===== src/rtl/timer_pkg.sv =====
// Shared definitions for the 8-bit timer APB register block:
// register addresses, control/status bit positions, the TCR write mask,
// the APB handshake state enum and the status-flag update helper.
package timer_pkg;

   localparam logic [2:0] ADDR_TDR  = 3'd0;
   localparam logic [2:0] ADDR_TCR  = 3'd1;
   localparam logic [2:0] ADDR_TSR  = 3'd2;
   localparam logic [2:0] ADDR_TCNT = 3'd3;
   localparam logic [2:0] ADDR_TIER = 3'd4;

   localparam int unsigned TCR_LOAD_BIT = 32'd7;
   localparam int unsigned TCR_DIR_BIT  = 32'd5;
   localparam int unsigned TCR_EN_BIT   = 32'd4;
   localparam int unsigned TCR_CKS_MSB  = 32'd1;
   localparam int unsigned TCR_CKS_LSB  = 32'd0;

   localparam int unsigned TSR_OVF_BIT  = 32'd0;
   localparam int unsigned TSR_UDF_BIT  = 32'd1;

   // Only bits 7, 5, 4, 1 and 0 of TCR exist; the rest always read 0.
   localparam logic [7:0] TCR_WMASK = 8'hB3;

   typedef enum logic [1:0] {
      ST_IDLE   = 2'd0,
      ST_SETUP  = 2'd1,
      ST_ACCESS = 2'd2
   } apb_state_e;

   // Write-1-to-clear flag update; a set event in the same cycle wins.
   function automatic logic tsr_flag_next(input logic flag, input logic set, input logic clr);
      return set | (flag & ~clr);
   endfunction

endpackage


===== src/rtl/timer_apb_fsm.sv =====
// APB handshake sequencer for the timer register block.
// Tracks IDLE/SETUP/ACCESS, inserts WAIT_CYCLES wait states in the access
// phase and raises pready for exactly one cycle. access_stb marks the cycle
// in which the register block commits a write or returns read data.
module timer_apb_fsm
   import timer_pkg::*;
#(
   parameter int unsigned WAIT_CYCLES = 32'd1
) (
   input  logic clk,
   input  logic rst,
   input  logic psel,
   input  logic penable,
   output logic pready,
   output logic access_stb
);

   localparam logic [2:0] WAIT_INIT = WAIT_CYCLES[2:0];

   apb_state_e state_r;
   apb_state_e state_s;
   logic [2:0] cnt_r;
   logic [2:0] cnt_s;
   logic       pready_r;
   logic       pready_s;

   // Next-state and wait-counter logic; dropping psel aborts the transfer.
   always_comb begin
      state_s = state_r;
      cnt_s   = cnt_r;
      case (state_r)
         ST_IDLE: begin
            if (psel && !penable) begin
               state_s = ST_SETUP;
            end else begin
               state_s = ST_IDLE;
            end
         end
         ST_SETUP: begin
            if (!psel) begin
               state_s = ST_IDLE;
            end else if (penable) begin
               state_s = ST_ACCESS;
               cnt_s   = WAIT_INIT;
            end else begin
               state_s = ST_SETUP;
            end
         end
         ST_ACCESS: begin
            if (!psel) begin
               state_s = ST_IDLE;
            end else if (cnt_r != 3'd0) begin
               cnt_s = cnt_r - 3'd1;
            end else begin
               // This is the pready cycle; the next SETUP may follow at once.
               state_s = ST_IDLE;
            end
         end
         default: begin
            state_s = ST_IDLE;
            cnt_s   = 3'd0;
         end
      endcase
   end

   // pready is registered: it is high exactly while ACCESS has no wait left.
   always_comb begin
      pready_s = (state_s == ST_ACCESS) && (cnt_s == 3'd0);
   end

   // State, wait counter and pready flops.
   always_ff @(posedge clk or posedge rst) begin
      if (rst) begin
         state_r  <= ST_IDLE;
         cnt_r    <= 3'd0;
         pready_r <= 1'b0;
      end else begin
         state_r  <= state_s;
         cnt_r    <= cnt_s;
         pready_r <= pready_s;
      end
   end

   assign pready     = pready_r;
   assign access_stb = pready_r & psel & penable;

endmodule


===== src/rtl/timer_apb_regs.sv =====
// APB register block for the 8-bit timer: TDR, TCR, TSR (W1C), TCNT (RO).
// Optional feature macro TIMER_IRQ_EN adds TIER at 0x04 and a registered irq;
// without it 0x04 is an invalid address and irq is tied low.
module timer_apb_regs
   import timer_pkg::*;
#(
   parameter int unsigned WAIT_CYCLES = 32'd1,
   parameter int unsigned ADDR_W      = 32'd8
) (
   input  logic              clk,
   input  logic              rst,
   input  logic              psel,
   input  logic              penable,
   input  logic              pwrite,
   input  logic [ADDR_W-1:0] paddr,
   input  logic [7:0]        pwdata,
   output logic [7:0]        prdata,
   output logic              pready,
   output logic              pslverr,
   input  logic [7:0]        cnt_in,
   input  logic              ovf_set,
   input  logic              udf_set,
   output logic [7:0]        tdr,
   output logic              load,
   output logic              dir_down,
   output logic              cnt_en,
   output logic [1:0]        cks,
   output logic              irq
);

   logic       pready_s;
   logic       access_stb_s;
   logic       addr_ok_s;
   logic [7:0] rdata_s;
   logic       err_s;
   logic       wr_s;
   logic [7:0] tdr_r;
   logic [7:0] tcr_r;
   logic       ovf_r;
   logic       udf_r;

   timer_apb_fsm #(
      .WAIT_CYCLES (WAIT_CYCLES)
   ) u_fsm (
      .clk        (clk),
      .rst        (rst),
      .psel       (psel),
      .penable    (penable),
      .pready     (pready_s),
      .access_stb (access_stb_s)
   );

   // Only the low three address bits decode; anything above must be zero.
   assign addr_ok_s = ((paddr >> 32'd3) == '0);

`ifdef TIMER_IRQ_EN
   logic [1:0] tier_r;
   logic       irq_r;
`endif

   // Address decode: read data and error response for the current access.
   always_comb begin
      rdata_s = 8'h00;
      err_s   = 1'b0;
      if (!addr_ok_s) begin
         err_s = 1'b1;
      end else begin
         case (paddr[2:0])
            ADDR_TDR:  rdata_s = tdr_r;
            ADDR_TCR:  rdata_s = tcr_r;
            ADDR_TSR:  rdata_s = {6'b000000, udf_r, ovf_r};
            ADDR_TCNT: begin
               rdata_s = cnt_in;
               err_s   = pwrite;
            end
`ifdef TIMER_IRQ_EN
            ADDR_TIER: rdata_s = {6'b000000, tier_r};
`endif
            default:   err_s = 1'b1;
         endcase
      end
   end

   assign pready  = pready_s;
   assign pslverr = pready_s ? err_s : 1'b0;
   assign prdata  = (pready_s && !pwrite && !err_s) ? rdata_s : 8'h00;
   assign wr_s    = access_stb_s & pwrite & ~err_s;

   // TDR and TCR storage; TCR keeps only its implemented bits.
   always_ff @(posedge clk or posedge rst) begin
      if (rst) begin
         tdr_r <= 8'h00;
         tcr_r <= 8'h00;
      end else begin
         if (wr_s && (paddr[2:0] == ADDR_TDR)) begin
            tdr_r <= pwdata;
         end else begin
            tdr_r <= tdr_r;
         end
         if (wr_s && (paddr[2:0] == ADDR_TCR)) begin
            tcr_r <= pwdata & TCR_WMASK;
         end else begin
            tcr_r <= tcr_r;
         end
      end
   end

   // TSR flags: set by counter events, cleared by writing 1, set wins.
   always_ff @(posedge clk or posedge rst) begin
      if (rst) begin
         ovf_r <= 1'b0;
         udf_r <= 1'b0;
      end else begin
         ovf_r <= tsr_flag_next(ovf_r, ovf_set,
                                wr_s && (paddr[2:0] == ADDR_TSR) && pwdata[TSR_OVF_BIT]);
         udf_r <= tsr_flag_next(udf_r, udf_set,
                                wr_s && (paddr[2:0] == ADDR_TSR) && pwdata[TSR_UDF_BIT]);
      end
   end

`ifdef TIMER_IRQ_EN
   // TIER storage.
   always_ff @(posedge clk or posedge rst) begin
      if (rst) begin
         tier_r <= 2'b00;
      end else if (wr_s && (paddr[2:0] == ADDR_TIER)) begin
         tier_r <= pwdata[1:0];
      end else begin
         tier_r <= tier_r;
      end
   end

   // Interrupt: enabled status flags, registered one cycle behind TSR.
   always_ff @(posedge clk or posedge rst) begin
      if (rst) begin
         irq_r <= 1'b0;
      end else begin
         irq_r <= (ovf_r & tier_r[0]) | (udf_r & tier_r[1]);
      end
   end

   assign irq = irq_r;
`else
   assign irq = 1'b0;
`endif

   assign tdr      = tdr_r;
   assign load     = tcr_r[TCR_LOAD_BIT];
   assign dir_down = tcr_r[TCR_DIR_BIT];
   assign cnt_en   = tcr_r[TCR_EN_BIT];
   assign cks      = tcr_r[TCR_CKS_MSB:TCR_CKS_LSB];

endmodule


===== config.mk =====
export PLATFORM = sky130hd
export DESIGN_NAME = timer_apb_regs
export DESIGN_NICKNAME = d
export VERILOG_FILES = /design/src/rtl/timer_pkg.sv /design/src/rtl/timer_apb_fsm.sv /design/src/rtl/timer_apb_regs.sv
export SDC_FILE = /design/constraint.sdc
export NUM_CORES = 1
export LEC_CHECK = 0
export CAP_MARGIN = 40
export CELL_PAD_IN_SITES_DETAIL_PLACEMENT = 0
export CELL_PAD_IN_SITES_GLOBAL_PLACEMENT = 2
export CORE_MARGIN = 2
export CORE_UTILIZATION = 24
export CTS_CLUSTER_DIAMETER = 40
export CTS_CLUSTER_SIZE = 25
export DETAILED_ROUTE_END_ITERATION = 10
export GPL_ROUTABILITY_DRIVEN = 1
export PLACE_DENSITY_LB_ADDON = 0.1
export SYNTH_ARGS = -nofsm -noshare
export SYNTH_HDL_FRONTEND = slang
export SYNTH_SLANG_ARGS = --single-unit
export TNS_END_PERCENT = 30

===== constraint.sdc =====
create_clock -name clk -period 2.2 [get_ports clk]
set_input_delay 0.22 -clock clk [delete_from_list [all_inputs] [get_ports clk]]
set_output_delay 0.22 -clock clk [all_outputs]
set_load 0.01 [all_outputs]

==> run_results.csv <==
group,metric,value,unit
cells_and_area,layout_common_cells,"clkdlybuf4s50_1, dfrtp_1, nor2_1, buf_4",
synthesis,synth_nets,154,
detailed_routing,first_pass_iters,4,
sta,rsz0062_at_grt,"false",
cells_and_area,fin_nets,215,
placement,gp_congestion,0.7482,
cts,numCtsBuffers,3,
detailed_routing,vias,1129,
sta,finalSetupViolations,0,
detailed_routing,wl_per_cell,13.93,µm
placement,placed_area,1868,µm²
critical_path,crit_type,"primary input to flip-flop",
cells_and_area,diodes,0,
flow_run,maxCapViolCount,0,
sta,min_period_over_period,94.47,%
cells_and_area,drive_gt1_share,16.57,%
sta,fin_skew,0.002926,ns
sta,hold_violations,0,
hold_path,hold_class,"primary input to async pin",
power,power,0.8466,mW
floorplan,ioPinCount,55,
critical_path,crit_path_frequent_cell,"buf_4",
cts,path_clk_slew,0.08,ns
grt,grt_usage,13.34,%
cells_and_area,layout_commonest_cell,"clkdlybuf4s50_1",
detailed_routing,drtAntennaViolNets,0,
power,ir_drop,0.2562,mV
power,cellPowerDensity,443.7,nW/µm²
synthesis,syn_area,1212,µm²
floorplan,die_x,75.08,µm
critical_path,crit_arrival,2.22,ns
placement,dp_hpwl,2731,µm
sta,period_needed,2.078,ns
cts,clk_latency,0.26,ns
critical_path,cp-end-kind,"flip-flop",
grt,gr-total-overflow,0,
cts,ctsHoldBuffers,0,
floorplan,rows,25,
grt,grt_start_max_net_pins,22,
grt,antenna_found_initial,0,
synthesis,ys_ff_latch,21,
status,status,"completed",
sta,fmax,481.1,MHz
detailed_routing,viasPerCell,4.552,
critical_path,worstSetupStartpoint,"paddr[3]",
synthesis,synthCells,121,
floorplan,core_area,4786,µm²
cells_and_area,final_cells,248,
synthesis,seq_area_frac_synth,43.34,%
cells_and_area,finalInstanceArea,1908,µm²
detailed_routing,drt-initial-drc-count,43,
detailed_routing,drc,0,
critical_path,cpPeakStageDelay,0.46,ns
placement,placed_cells,244,
critical_path,cp.required,2.35,ns
synthesis,yosysWarnings,0,
cts,cts_tree,"built",
floorplan,dieHeight,75.08,µm
cts,htreeDepth,1,
power,power.leakage,0.8835,nW
cts,clock_sinks,21,
grt,grt_pass1_vias,1177,
grt,grt_pass1_wl,5637,µm
sta,finalMaxSlewViolations,0,
critical_path,r2r-start,"u_fsm.pready",
synthesis,avgSynthCellArea,10.02,µm²
critical_path,cp_cell_sequence,"clkdlybuf4s50_1 > nor4_2 > nand3_1 > buf_4 > or4_1 > buf_4 > mux2_4",
cts,post_cts_buffers,0,
cts,clock_path_buffers,2,
floorplan,initial_core_util,25.33,%
cts,cts-root-buf,"clkbuf_8",
placement,portBuffers,53,
synthesis,synth_cell_types,30,
detailed_routing,wl,3455,µm
floorplan,die-area,5636,µm²
critical_path,slowest_stage,"or4_1",
critical_path,critPathMaxFanout,8,
critical_path,start_kind,"primary input",
cells_and_area,area_growth,57.38,%
worst paths after layout:
path	endpoint	slack, ns	cells past startpoint
worst max-delay path	tdr[7]	0.12	7
worst max register to register	tdr[7]	0.46	5
max in group asynchronous	u_fsm.state_r[0]	1.69	3
worst min register to register	tdr[0]	0.54	1
min in group clk	udf_r	0.54	3
worst min-delay path	u_fsm.cnt_r[1]	0.29	3
cells in the mapped netlist:
cell      number  area (µm²)
a21o_1         2       15.01
a21oi_1        6       30.03
a22oi_1        3       22.52
a31oi_1        2       12.51
and2_1         2       12.51
and3_1         2       12.51
buf_4          2       15.01
clkbuf_1       5       18.77
conb_1         1       3.750
dfrtp_1       21       525.5
ha_1           2       25.02
inv_1          7       26.28
mux2_2         5       56.30
mux2_4         8       120.1
mux2i_1        7       70.07
nand2_1        7       26.28
nand2b_1       2       12.51
nand3_1        3       15.01
nand3b_1       2       15.01
nor2_1        16       60.06
nor3_1         2       10.01
nor4_1         1       6.260
nor4_2         2       25.02
o21ai_0        3       15.01
o22a_1         2       17.52
o22ai_1        1       6.260
o31a_1         1       8.760
o32ai_1        1       8.760
or2_2          2       12.51
or4_1          1       7.510
flip-flops by register name, summed over array words and instances, names as in the netlist:
| name | count |
|---|---|
| ovf_r | 1 |
| tcr_r | 5 |
| tdr | 8 |
| u_fsm.cnt_r | 3 |
| u_fsm.pready | 1 |
| u_fsm.state_r | 2 |
| udf_r | 1 |
critical path: cells and delay by family:
family	cells	cell delay, ns
AND/OR/NAND/NOR	3	0.90
multiplexers	1	0.31
buffers and inverters	3	0.80
cell families after synthesis:
logic type	share of synthesized area, %
AND/OR/NAND/NOR	17.75
flip-flops	43.34
AO/OA/AOI/OAI	11.25
multiplexers	20.33
other	0.3093
buffers and inverters	4.954
adder cells (fa/ha/maj)	2.064
metal layers:
metal	up-vias	global-route usage, %	part of all wire, %
li1	544	-	-
met1	547	17.72	45
met2	36	21.83	49
met3	2	3.481	4.9
met4	0	2.976	0.72
met5	-	0	0
stage by stage:
stage | hold WS [ns] | TNS (ns) | util (%) | worst slack [ns]
after floorplan | 0.1965 | 0 | - | 0.4812
after global placement | 0.5229 | -2.961 | 39.03 | -0.2269
after global routing | 0.3307 | 0 | 39.87 | 0.0002787
final | 0.2950 | 0 | 39.87 | 0.1216
after CTS | 0.3026 | 0 | 39.82 | 0.02656
after detailed placement | 0.5266 | -3.239 | 39.03 | -0.2374
where the power goes:
part / internal [mW] / leakage, nW / switching [mW]
combinational: 0.0965 / 0.587 / 0.0778
clock: 0.129 / 0.0228 / 0.127
sequential: 0.402 / 0.274 / 0.0138
total: 0.628 / 0.883 / 0.219
final cells by class:
| class | count | area (µm²) |
|---|---|---|
| Multi-Input combinational cell | 86 | 629.4 |
| Clock buffer | 4 | 45.04 |
| Tap cell | 67 | 83.83 |
| Fill cell | 487 | 2878 |
| Timing Repair Buffer | 63 | 598.1 |
| Sequential cell | 21 | 525.5 |
| Inverter | 7 | 26.28 |
timing repair:
item / in CTS / in global routing
resized for setup: 9 / 1
setup endpoints to repair: 8 / 10
pin swaps: 2 / 1
Note: power is estimated with default switching activity, not from simulation.
